==> src/rtl/hessian_out_packer.sv <==
// Sink-side packer for hessian_conv: rounds, shifts and saturates each kernel sample,
// gathers BEATS input beats into one PORT_BITS word per kernel and tags frame boundaries.
module hessian_out_packer #(
  parameter int ROI_SIZE            = 64,
  parameter int PORT_BITS           = 128,
  parameter int IN_WIDTH            = 29,
  parameter int OUT_PIX_WIDTH       = 16,
  parameter int SHIFT               = 8,
  parameter int KERNEL_NUM          = 3,
  parameter int PIXELS_IN_PER_CYCLE = 2
) (
  input  logic                                                          clk,
  input  logic                                                          rst_n,
  input  logic                                                          clk_en,
  input  logic signed [KERNEL_NUM-1:0][PIXELS_IN_PER_CYCLE-1:0][IN_WIDTH-1:0] data_in,
  input  logic                                                          in_vld,
  output logic                                                          in_ready,
  output logic        [KERNEL_NUM-1:0][PORT_BITS-1:0]                   data_out,
  output logic                                                          out_vld,
  input  logic                                                          out_ready,
  output logic                                                          out_last,
  output logic                                                          frame_done,
  output logic                                                          sat_flag
);

  localparam int LANES  = PORT_BITS / OUT_PIX_WIDTH;
  localparam int BEATS  = LANES / PIXELS_IN_PER_CYCLE;
  localparam int WORDS  = ROI_SIZE * ROI_SIZE / LANES;
  localparam int BEAT_W = (BEATS > 1) ? $clog2(BEATS) : 1;
  localparam int WORD_W = (WORDS > 1) ? $clog2(WORDS) : 1;
  localparam int ACC_W  = IN_WIDTH + 1;

  localparam logic signed [ACC_W-1:0] RND =
    (SHIFT > 0) ? (ACC_W'(1) << ((SHIFT > 0) ? SHIFT - 1 : 0)) : '0;
  localparam logic signed [ACC_W-1:0] PIX_MAX = ACC_W'((1 << (OUT_PIX_WIDTH - 1)) - 1);
  localparam logic signed [ACC_W-1:0] PIX_MIN = ~PIX_MAX;

  // One guard bit above the input keeps the rounding add from wrapping.
  function automatic logic signed [ACC_W-1:0] round_shift(input logic signed [IN_WIDTH-1:0] x);
    logic signed [ACC_W-1:0] xe;
    xe = {x[IN_WIDTH-1], x};
    return (xe + RND) >>> SHIFT;
  endfunction

  function automatic logic sat_hit(input logic signed [ACC_W-1:0] y);
    return (y > PIX_MAX) || (y < PIX_MIN);
  endfunction

  function automatic logic [OUT_PIX_WIDTH-1:0] saturate(input logic signed [ACC_W-1:0] y);
    if (y > PIX_MAX)      return PIX_MAX[OUT_PIX_WIDTH-1:0];
    else if (y < PIX_MIN) return PIX_MIN[OUT_PIX_WIDTH-1:0];
    else                  return y[OUT_PIX_WIDTH-1:0];
  endfunction

  logic [BEAT_W-1:0]                   beat_cnt;
  logic [WORD_W-1:0]                   word_cnt;
  logic [KERNEL_NUM-1:0][PORT_BITS-1:0] acc_p0;
  logic [KERNEL_NUM-1:0][PORT_BITS-1:0] acc_nxt;
  logic [KERNEL_NUM-1:0][PORT_BITS-1:0] data_p1;
  logic                                vld_p1;
  logic                                beat_sat;
  logic                                last_beat;
  logic                                accept;
  logic                                complete;
  logic                                out_hs;
  logic                                frame_start;

  // Stage 0: scale the incoming beat into its lanes of the partial word.
  always_comb begin
    acc_nxt  = acc_p0;
    beat_sat = 1'b0;
    for (int k = 0; k < KERNEL_NUM; k++) begin
      for (int p = 0; p < PIXELS_IN_PER_CYCLE; p++) begin
        beat_sat = beat_sat | sat_hit(round_shift(data_in[k][p]));
        acc_nxt[k][(int'(beat_cnt) * PIXELS_IN_PER_CYCLE + p) * OUT_PIX_WIDTH +: OUT_PIX_WIDTH] =
          saturate(round_shift(data_in[k][p]));
      end
    end
  end

  assign last_beat   = (beat_cnt == BEAT_W'(BEATS - 1));
  assign in_ready    = clk_en && (!last_beat || !vld_p1 || out_ready);
  assign accept      = in_vld && in_ready;
  assign complete    = accept && last_beat;
  assign out_hs      = clk_en && vld_p1 && out_ready;
  assign frame_start = (word_cnt == '0) && (beat_cnt == '0);

  always_ff @(posedge clk or negedge rst_n) begin
    if (!rst_n) begin
      beat_cnt   <= '0;
      word_cnt   <= '0;
      vld_p1     <= 1'b0;
      out_last   <= 1'b0;
      frame_done <= 1'b0;
      sat_flag   <= 1'b0;
    end else if (clk_en) begin
      frame_done <= out_hs && out_last;
      if (accept) begin
        beat_cnt <= last_beat ? '0 : beat_cnt + 1'b1;
        sat_flag <= beat_sat | (sat_flag & ~frame_start);
      end
      // A completing beat refills the output even while the old word hands off.
      if (complete) begin
        vld_p1   <= 1'b1;
        out_last <= (word_cnt == WORD_W'(WORDS - 1));
        word_cnt <= (word_cnt == WORD_W'(WORDS - 1)) ? '0 : word_cnt + 1'b1;
      end else if (out_hs) begin
        vld_p1 <= 1'b0;
      end
    end
  end

  // Stage 1: partial-word accumulator and output word register.
  always_ff @(posedge clk or negedge rst_n) begin
    if (!rst_n) begin
      acc_p0  <= '0;
      data_p1 <= '0;
    end else if (clk_en) begin
      if (accept && !last_beat) acc_p0  <= acc_nxt;
      if (complete)             data_p1 <= acc_nxt;
    end
  end

  assign out_vld  = vld_p1;
  assign data_out = data_p1;

endmodule

==> config.mk <==
export PLATFORM = sky130hd
export DESIGN_NAME = hessian_out_packer
export DESIGN_NICKNAME = d
export VERILOG_FILES = /design/src/rtl/hessian_out_packer.sv
export SDC_FILE = /design/constraint.sdc
export NUM_CORES = 1
export LEC_CHECK = 0
export CAP_MARGIN = 15
export CORE_MARGIN = 1
export CORE_UTILIZATION = 40
export DETAILED_ROUTE_END_ITERATION = 12
export SKIP_CTS_REPAIR_TIMING = 1
export SLEW_MARGIN = 10
export SYNTH_ARGS = -nofsm -noshare
export SYNTH_HDL_FRONTEND = slang
export SYNTH_SLANG_ARGS = --single-unit
==> constraint.sdc <==
create_clock -name clk -period 2.7 [get_ports clk]
set_input_delay 0.54 -clock clk [delete_from_list [all_inputs] [get_ports clk]]
set_output_delay 0.54 -clock clk [all_outputs]
set_load 0.02 [all_outputs]
==> summary.txt, run 1 <==
Worst setup path
  • CP max-delay cell: or4_4
  • CP bufs+invs: 4
  • Critical path class: input pin to flip-flop
  • Critical path peak fanout: 7
  • CP startpoint kind: input pin
  • Crit path max-delay family: buffers and inverters
  • Critical path arrival: 3.18 ns
  • CP Cell Sequence: clkdlybuf4s50_1 > nand4_1 > or4_4 > buf_4 > nor3_4 > o211ai_1 > a32o_2 > buf_4 > buf_4 > a21oi_4 > a2bb2oi_1 > a21oi_1
  • Critical path's largest stage delay: 0.52 ns
  • Crit end category: flip-flop
  • Critical Path Most Common Cell: buf_4
  • Req. time, crit path: around 3.2 ns

Global routing
  • First-pass GRT wire length: 179000 um
  • Initial antenna violation count: 3
  • GR Util All Layers: 28.1%
  • Vias in the first global route: 29300
  • Largest net degree at the start of global routing: ~120
  • Grt total ovfl: 0

Yosys
  • Ranking of synthesized cells by area: dfrtp_1 (56%), o21ai_0 (6.0%), a21oi_1 (5.8%), nor2_1 (5.3%), nand2_1 (4.6%)
  • Yosys cell types: 71
  • Commonest cells in the netlist: dfrtp_1 (735), nor2_1 (458), nand2_1 (397)
  • Syn_area_per_cell: 9.53 um^2
  • Ys Warns: 0
  • Top-count cell post-synth: dfrtp_1
  • FF+latch count, synth: 735
  • Synthesized instance count: 3421
  • Seq/Total Area, Yosys: 56.4%
  • Net count after synthesis: 3615
  • Asr flop ratio synth: 100%
  • EDFF count, synth: 0
  • Area share of the largest cell type after synthesis: 56.4%
  • Post-synth top area cell: dfrtp_1
  • Mapped cell area: 0.0326 mm^2
  • Synth Flop Type: dfrtp_1

Timing
  • Fmax: 0.375 GHz
  • Endpoints failing hold: 0
  • Slew HR: 49.5%
  • Slew Limit Fails: 0
  • Hold WS: between 0.4 and 0.5 ns
  • Final setup fails: 0
  • Slew @ Worst Pin: around 0.75 ns
  • Final Critical Period: 2.67 ns
  • Setup tns final: 0 ns
  • Post-route clock skew: 0.0227 ns
  • RSZ-0062 raised after global routing: true
  • Final period util: between 90% and 100%

Clock tree
  • CTS Root Cell: clkbuf_16
  • Reg clk slew, reported paths: approximately 0.060 ns
  • CTS tree: done
  • # clock sinks: 735
  • CTS buffer count: 81
  • Clk_lat worst skew: around 0.64 ns
  • CTS max path bufs: 3
  • H-tree depth: 3

Die
  • Area of the core: 0.0805 mm^2
  • Die X: about 290 um
  • Ports: 568
  • Initial Utilization: between 40 and 50%
  • Die height: 287 um
  • Full die area: 0.0826 mm^2
  • Row count: between 100 and 150

Run
  • Maxcap violations: 0

Placed design
  • IO Port Bufs: about 530
  • DP Wirelength: 80100 um
  • Final Wtd Congestion: between 0.9 and 1
  • Post-placement cell count: around 5200

Pwr
  • Sequential Power Share: 37.8%
  • Internal: 0.0319 W
  • Lkg Pwr: 20.9 nW
  • Pwr dens: 1100 mW/mm^2
  • Worst IR Drop VDD: approximately 0.65 mV
  • Switching Share: 38.2%
  • Power share of the combinational group: around two fifths
  • Clock power share: 23.0%
  • Net Sw Power: 0.0197 W

Outcome
  • Outcome: finished, final reports clean

Drt
  • Drt via density: 5.55
  • Post-route ant nets: 0
  • Wire length per cell: 22.0 um
  • Drt initial violations: 2082
  • DRC Markers: 0
  • Final WL: approximately 120000 um
  • Routed via count: ~30000
  • Initial DRT Pass Iterations: 5

Worst hold path
  • Worst hold path type: flip-flop to flip-flop

Final layout
  • Share of layout cells above drive strength 1: 18.9%
  • Synthesis-to-finish area growth: 43.4%
  • Fin nets: roughly 4500
  • Finished Layout Cells: ~5400
==> power by group through the flow <==
stage          Combinational (W)  Clock (W)  Sequential [W]
5_1_grt                   0.0218     0.0125          0.0200
4_1_cts                   0.0199     0.0121          0.0194
3_5_place_dp              0.0199          0          0.0195
6_report                  0.0202     0.0118          0.0195
2_1_floorplan            0.00658          0          0.0218
3_3_place_gp              0.0196          0          0.0195
==> sequential cells by signal, indices dropped and copies added (netlist names) <==
signal,cells
data_out,384
acc_p0,336
word_cnt,9
beat_cnt,2
frame_done,1
out_last,1
out_vld,1
sat_flag,1
==> final cells by class <==
class	instances	area, um^2
timing repair buffer	996	9740
antenna	1	2.50
inverter	27	106
clock buffer	111	2330
sequential	735	18400
tap	1060	1330
clock inverter	38	534
multi-input combinational	2417	14300
fill	7062	33800
==> layer usage <==
metal  share of wire [%]  track usage [%]  vias up
met1                  43             38.3    15000
met5               0.012                0        -
met3                 6.6             5.52      153
met4                 2.8             9.11        2
met2                  47             45.1      987
li1                    -                -    13700
==> stage by stage <==
stage / total power (W) / worst slack (ns) / util (%) / cell area (um^2)
global route: 0.0543 / -0.0622 / 58.0 / 46700
CTS: 0.0514 / -0.241 / 56.4 / 45400
detailed placement: 0.0394 / -0.928 / 52.8 / 42600
floorplan: 0.0284 / -0.0269 / - / 32800
global placement: 0.0391 / -0.850 / 52.8 / 42600
finish: 0.0516 / 0.0323 / 58.0 / 46700
==> final timing paths <==
| path | cells after the start | startpoint | slack [ns] | to |
|---|---|---|---|---|
| worst max-delay path | 12 | data_in[40] | 0.03 | data_out[91] |
| worst min-delay path | 2 | acc_p0[305] | 0.47 | acc_p0[305] |
| worst max register to register | 7 | beat_cnt[0] | 0.25 | acc_p0[102] |
| worst min register to register | 2 | acc_p0[305] | 0.47 | acc_p0[305] |
| max in group asynchronous | 3 | rst_n | 1.25 | data_out[208] |
| min in group asynchronous | 2 | rst_n | 0.48 | acc_p0[366] |
==> worst reg2reg max path, cell delays in order, from the launching register on <==
cell and delay, ns:
dfrtp_1 0.38, clkinv_1 0.14, ha_1 0.40, nor4_2 0.48, buf_4 0.41, nand2_1 0.12, buf_4 0.23, o21ai_0 0.20
==> placed cells by master (no fill, tap or decap), drive strengths merged, types with 58 or more instances in the layout <==
cell             n
dfrtp          735
nand2b          98
xnor2           58
nand2          397
nor2           458
clkdlybuf4s50  493
a22o            76
clkbuf         113
buf            469
a21oi          375
o21ai          395
a221oi         126
==> kinds of logic after synthesis <==
group | after synthesis | share of synthesized area (%)
AOI/OAI and AO/OA | 1105 | 20.7
xor gates and xnor gates | 93 | 2.50
adders and majority gates | 15 | 0.576
buffers and inverters | 269 | 3.14
DFF | 735 | 56.4
muxes | 5 | 0.161
and+or+nand+nor | 1199 | 16.5
Power figures use the tool's default switching activity.
==> run 2: changes to the inputs <==
--- a/config.mk
+++ b/config.mk
@@ -9,7 +9,9 @@
 export CORE_MARGIN = 1
 export CORE_UTILIZATION = 40
 export DETAILED_ROUTE_END_ITERATION = 12
+export GPL_TIMING_DRIVEN = 0
 export SKIP_CTS_REPAIR_TIMING = 1
+export SKIP_LAST_GASP = 1
 export SLEW_MARGIN = 10
 export SYNTH_ARGS = -nofsm -noshare
 export SYNTH_HDL_FRONTEND = slang
==> summary.txt, run 2 (synthesis results as in run 1) <==
Global routing
  • Vias in the first global route: 28400 (-3.1%)
  • Grt total ovfl: 0 (unchanged)
  • First-pass GRT wire length: 185000 um (+3.0%)
  • GR Util All Layers: 30.1% (+1.9 points)
  • Largest net degree at the start of global routing: 110 (-6.0%)
  • Initial antenna violation count: 6 (+3)

Timing
  • Fmax: 0.372 GHz (-0.77%)
  • RSZ-0062 raised after global routing: true
  • Slew @ Worst Pin: 1.16 ns (+0.405 ns)
  • Final period util: 99.6% (+0.77 points)
  • Post-route clock skew: 0.0320 ns (+0.00935 ns)
  • Slew HR: 22.9% (-27 points)
  • Slew Limit Fails: 0 (unchanged)
  • Setup tns final: 0 ns (unchanged)
  • Endpoints failing hold: 0 (unchanged)
  • Final Critical Period: 2.69 ns (+0.0208 ns)
  • Final setup fails: 0 (unchanged)

Final layout
  • Share of layout cells above drive strength 1: 14.3% (-4.6 points)
  • Multi-input combinational cell area: 0.0150 mm^2 (+5.2%)
  • Fillers: 7301 (+3.4%)
  • Synthesis-to-finish area growth: 38.3%
  • FF/Latch Area: 0.0184 mm^2 (about the same)
  • Commonest non-fill, non-tap cell in the layout: dfrtp_1
  • Finished Layout Cells: 5226 (-3.0%)
  • Most frequent cells in the layout: dfrtp_1 (733), clkdlybuf4s50_1 (464), nor2_1 (446)
  • Layout Utilization: 56.0% (-2.1 points)
  • Fin nets: 4305 (-3.3%)
  • Max reg flops: 384 (unchanged)

Die
  • Die X: 287 um (unchanged)
  • Area of the core: 0.0805 mm^2 (unchanged)
  • Ports: 568 (unchanged)
  • Full die area: 0.0826 mm^2 (unchanged)
  • Initial Utilization: 40.5% (unchanged)
  • Die height: 287 um (unchanged)
  • Row count: 104 (unchanged)

Pwr
  • Pwr dens: 1140 mW/mm^2 (+3.1%)
  • Total chip power: 0.0513 W (-0.56%)
  • Worst IR Drop VDD: 0.507 mV (-22%)
  • Lkg Pwr: 19.9 nW (-5.1%)

Drt
  • DRC Markers: 0 (unchanged)
  • Post-route ant nets: 0 (unchanged)
  • Routed via count: 29800 (-0.37%)
  • Drt via density: 5.70 (+2.7%)
  • Wire length per cell: 24.8 um (+13%)
  • Drt initial violations: 2358 (+13%)
  • Final WL: 130000 um (+9.2%)
  • Initial DRT Pass Iterations: 5 (unchanged)

Clock tree
  • CTS Root Cell: clkbuf_16
  • Clk_lat worst skew: 0.64 ns (about the same)
  • Reg clk slew, reported paths: 0.06 ns (about the same)
  • CTS buffer count: 82 (+1.2%)
  • CTS max path bufs: 3 (unchanged)
  • H-tree depth: 3 (unchanged)
  • # clock sinks: 735 (unchanged)
  • CTS tree: done

Worst setup path
  • CP startpoint kind: input pin
  • Crit end category: flip-flop
  • Req. time, crit path: 3.20 ns (about the same)
  • Critical path class: input pin to flip-flop
  • Critical path arrival: 3.19 ns (about the same)
  • Critical path peak fanout: 9 (+2)
  • Register-to-Register Path Depth: 7 (unchanged)

Worst hold path
  • Worst hold path type: input pin to async pin

Placed design
  • Post-placement cell count: 5018 (-3.6%)
  • DP Wirelength: 92900 um (+16%)
  • Final Wtd Congestion: 0.887 (-1.9%)
  • IO Port Bufs: 525 (unchanged)

Outcome
  • Outcome: finished, final reports clean

Run
  • Maxcap violations: 0 (unchanged)
[run 2: cell count changes in the layout (fill, tap and decap cells not counted), moves of 28 or more]
cell	previous run	this run
a221oi_1	88	57
buf_12	62	12
buf_4	393	73
clkbuf_1	12	129
clkbuf_2	0	78
clkdlybuf4s50_1	493	464
dlymetal6s2s_1	31	59
o21ai_0	323	360
o21ai_1	53	24
[run 2: critical path, stage by stage]
cell and delay, ns:
clkdlybuf4s50_1 0.53, nand4_1 0.14, buf_4 0.19, nor3_4 0.22, buf_12 0.16, nand2_1 0.07, xor2_1 0.18, o41ai_4 0.30
buf_6 0.18, buf_12 0.15, nand3_1 0.13, nor4_4 0.25, a41oi_2 0.14
[run 2: area by class of cell]
type	instances	area share, %
diodes	2	0.0111
repair buffers	615	14.2
inverters	27	0.250
flip-flops and latches	735	40.8
clock inverters	26	0.677
plain buffers	232	2.53
multi-input cells	2418	33.4
well taps	1060	2.94
clock buffers	111	5.22
[run 2: report_power, final]
part | leakage [nW] | internal (W) | switching [W]
Clock | 1.31 | 0.00657 | 0.00464
Sequential | 9.46 | 0.0160 | 0.00334
Combinational | 9.10 | 0.00856 | 0.0122
Total | 19.9 | 0.0311 | 0.0201
[run 2: stage by stage]
stage	setup slack (ns)	hold slack [ns]	instance area, um^2
floorplan	-0.0269	0.244	32800
global placement	-33.40	0.454	39300
detailed placement	-1.84	0.463	39600
CTS	-1.19	-0.181	42300
global route	-0.0841	0.458	45100
finish	0.0115	0.424	45100
[run 2: routing by layer]
metal,track usage [%],wire (um)
met1,38.9,53100
met2,49.0,62300
met3,7.02,9720
met4,11.3,4450
met5,0,13
[run 2: final timing paths]
kind	start	endpoint	slack (ns)
min in group clk	acc_p0[342]	acc_p0[342]	0.47
max in group asynchronous	rst_n	data_out[140]	0.81
worst max register to register	beat_cnt[0]	data_out[335]	0.01
worst min-delay path	rst_n	data_out[332]	0.42
worst min register to register	acc_p0[342]	acc_p0[342]	0.47
worst max-delay path	data_in[77]	sat_flag	0.01
==> run 3: changes to the inputs <==
--- a/config.mk
+++ b/config.mk
@@ -10,6 +10,7 @@
 export CORE_UTILIZATION = 40
 export DETAILED_ROUTE_END_ITERATION = 12
 export GPL_TIMING_DRIVEN = 0
+export PLACE_DENSITY = 0.66
 export SKIP_CTS_REPAIR_TIMING = 1
 export SKIP_LAST_GASP = 1
 export SLEW_MARGIN = 10
==> constraint.sdc (replaced) <==
create_clock -name clk -period 2.38 [get_ports clk]
set_input_delay 0.476 -clock clk [delete_from_list [all_inputs] [get_ports clk]]
set_output_delay 0.476 -clock clk [all_outputs]
set_load 0.02 [all_outputs]
==> summary.txt, run 3 (synthesis results as in run 1) <==
Outcome
  • Outcome: finished with violations
  • Failing checks: setup timing

Worst setup path
  • CP bufs+invs: 3 (-2)
  • Crit path max-delay family: simple AND/OR/NAND/NOR gates
  • CP max-delay cell: or4_4
  • Register-to-Register Path Depth: 6 (-1)
  • Req. time, crit path: 2.88 ns (-0.32 ns)
  • CP Cell Sequence: buf_8 > nand4_1 > buf_4 > or4_4 > nor4_2 > or3_4 > a22oi_2 > buf_6 > or3b_4 > nor4_4 > a41oi_1
  • Critical path peak fanout: 5 (-4)
  • Critical path's largest stage delay: 0.50 ns (-0.03 ns)
  • R2R Setup Slk: -0.11 ns (-0.12 ns)
  • Crit path depth: 11 (-2)
  • Critical path class: input pin to flip-flop
  • CP startpoint kind: input pin
  • Critical path arrival: 3.06 ns (-0.13 ns)
  • Crit end category: flip-flop

Die
  • Row count: 104 (unchanged)
  • Die height: 287 um (unchanged)
  • Die X: 287 um (unchanged)
  • Ports: 568 (unchanged)
  • Full die area: 0.0826 mm^2 (unchanged)
  • Area of the core: 0.0805 mm^2 (unchanged)
  • Initial Utilization: 40.5% (unchanged)

Worst hold path
  • Hold depth: 4
  • Worst hold path type: input pin to flip-flop

Timing
  • Final setup fails: 36 (+36)
  • Slew Limit Fails: 0 (unchanged)
  • Setup WS post-layout: -0.181 ns (-0.192 ns)
  • Fmax: 0.390 GHz
  • Slew @ Worst Pin: 0.890 ns (-0.267 ns)
  • Final period util: 108%
  • Slew HR: 40.7% (+18 points)
  • Hold WS: 0.316 ns (-0.108 ns)
  • Post-route clock skew: 0.0299 ns (-0.00216 ns)
  • RSZ-0062 raised after global routing: true
  • Final Critical Period: 2.56 ns
  • Endpoints failing hold: 0 (unchanged)

Drt
  • Final WL: 130000 um (about the same)
  • Drt initial violations: 2625 (+11%)
  • Drt via density: 5.78 (+1.5%)
  • Routed via count: 30500 (+2.6%)
  • Wire length per cell: 24.6 um (-0.97%)
  • Post-route ant nets: 0 (unchanged)
  • Initial DRT Pass Iterations: 8 (+3)
  • DRC Markers: 0 (unchanged)

Pwr
  • Worst IR Drop VDD: 0.855 mV (+69%)
  • Total chip power: 0.0591 W (+15%)
  • Lkg Pwr: 20.8 nW (+4.6%)
  • Pwr dens: 1270 mW/mm^2 (+12%)

Final layout
  • FF/Latch Area: 0.0184 mm^2 (unchanged)
  • Commonest non-fill, non-tap cell in the layout: dfrtp_1
  • Most frequent cells in the layout: dfrtp_1 (733), nor2_1 (444), clkdlybuf4s50_1 (418)
  • Antenna cell count: 0 (-2)
  • Fillers: 7032 (-3.7%)
  • Multi-input combinational cell area: 0.0157 mm^2 (+4.7%)
  • Share of layout cells above drive strength 1: 20.7% (+6.3 points)
  • Fin nets: 4355 (+1.2%)
  • Synthesis-to-finish area growth: 42.4%
  • Max reg flops: 384 (unchanged)

Clock tree
  • CTS Root Cell: clkbuf_16
  • Reg clk slew, reported paths: 0.06 ns (about the same)
  • H-tree depth: 3 (unchanged)
  • Clk_lat worst skew: 0.64 ns (about the same)
  • CTS tree: done
  • CTS buffer count: 80 (-2.4%)
  • # clock sinks: 735 (unchanged)
  • CTS max path bufs: 3 (unchanged)

Placed design
  • IO Port Bufs: 525 (unchanged)
  • Final Wtd Congestion: 0.918 (+3.5%)
  • Pre-CTS setup slack: -1.81 ns (+0.0301 ns)
  • DP Wirelength: 92500 um (-0.45%)

Global routing
  • Vias in the first global route: 28800 (+1.4%)
  • GR Util All Layers: 30.1% (about the same)
  • Initial antenna violation count: 2 (-4)
  • First-pass GRT wire length: 186000 um (+0.66%)
  • Grt total ovfl: 0 (unchanged)
  • Largest net degree at the start of global routing: 111 (+0.91%)

Run
  • Maxcap violations: 0 (unchanged)
run 3: cell type report:
cell class / instances / share of cell area (%)
multi-input combinational: 2418 / 33.9
tap: 1060 / 2.86
clock inverter: 29 / 0.695
buffer: 229 / 2.90
inverter: 27 / 0.253
sequential: 735 / 39.6
clock buffer: 113 / 4.99
timing repair buffer: 670 / 14.8
run 3: final timing paths:
kind	from	endpoint
min	data_in[152]	data_out[304]
max	data_in[101]	sat_flag
max in group asynchronous	rst_n	acc_p0[186]
min reg2reg	acc_p0[272]	acc_p0[272]
min in group asynchronous	rst_n	data_out[9]
max reg2reg	beat_cnt[0]	acc_p0[360]
run 3: through the flow:
step,std cells,cell area (um^2),TNS (ns),util [%]
floorplan,3421,33600,-27.54,-
global placement,5006,40200,-,49.9
detailed placement,5017,40500,-1011.41,50.3
CTS,5159,43100,-705.20,53.5
global route,5281,46400,-14.79,57.6
finish,5281,46400,-2.12,57.6
run 3: report_power, final:
part	internal [W]	switching [W]	leakage [nW]	total, W
Sequential	0.0181	0.00408	9.46	0.0222
Combinational	0.0102	0.0141	10.0	0.0243
Clock	0.00744	0.00521	1.31	0.0126
run 3: layer usage:
metal,GRT usage (%),share of wire (%)
met5,0,0.022
met4,11.3,4.1
met3,6.70,8.2
met2,49.2,48
met1,38.9,40
run 3: worst register-to-register path, cell delays in order, from the launching register on:
cell and delay, ns:
dfrtp_2 0.43, clkinvlp_4 0.19, ha_2 0.39, or4_1 0.74, nor2_4 0.24, clkbuf_4 0.27, a22o_1 0.16
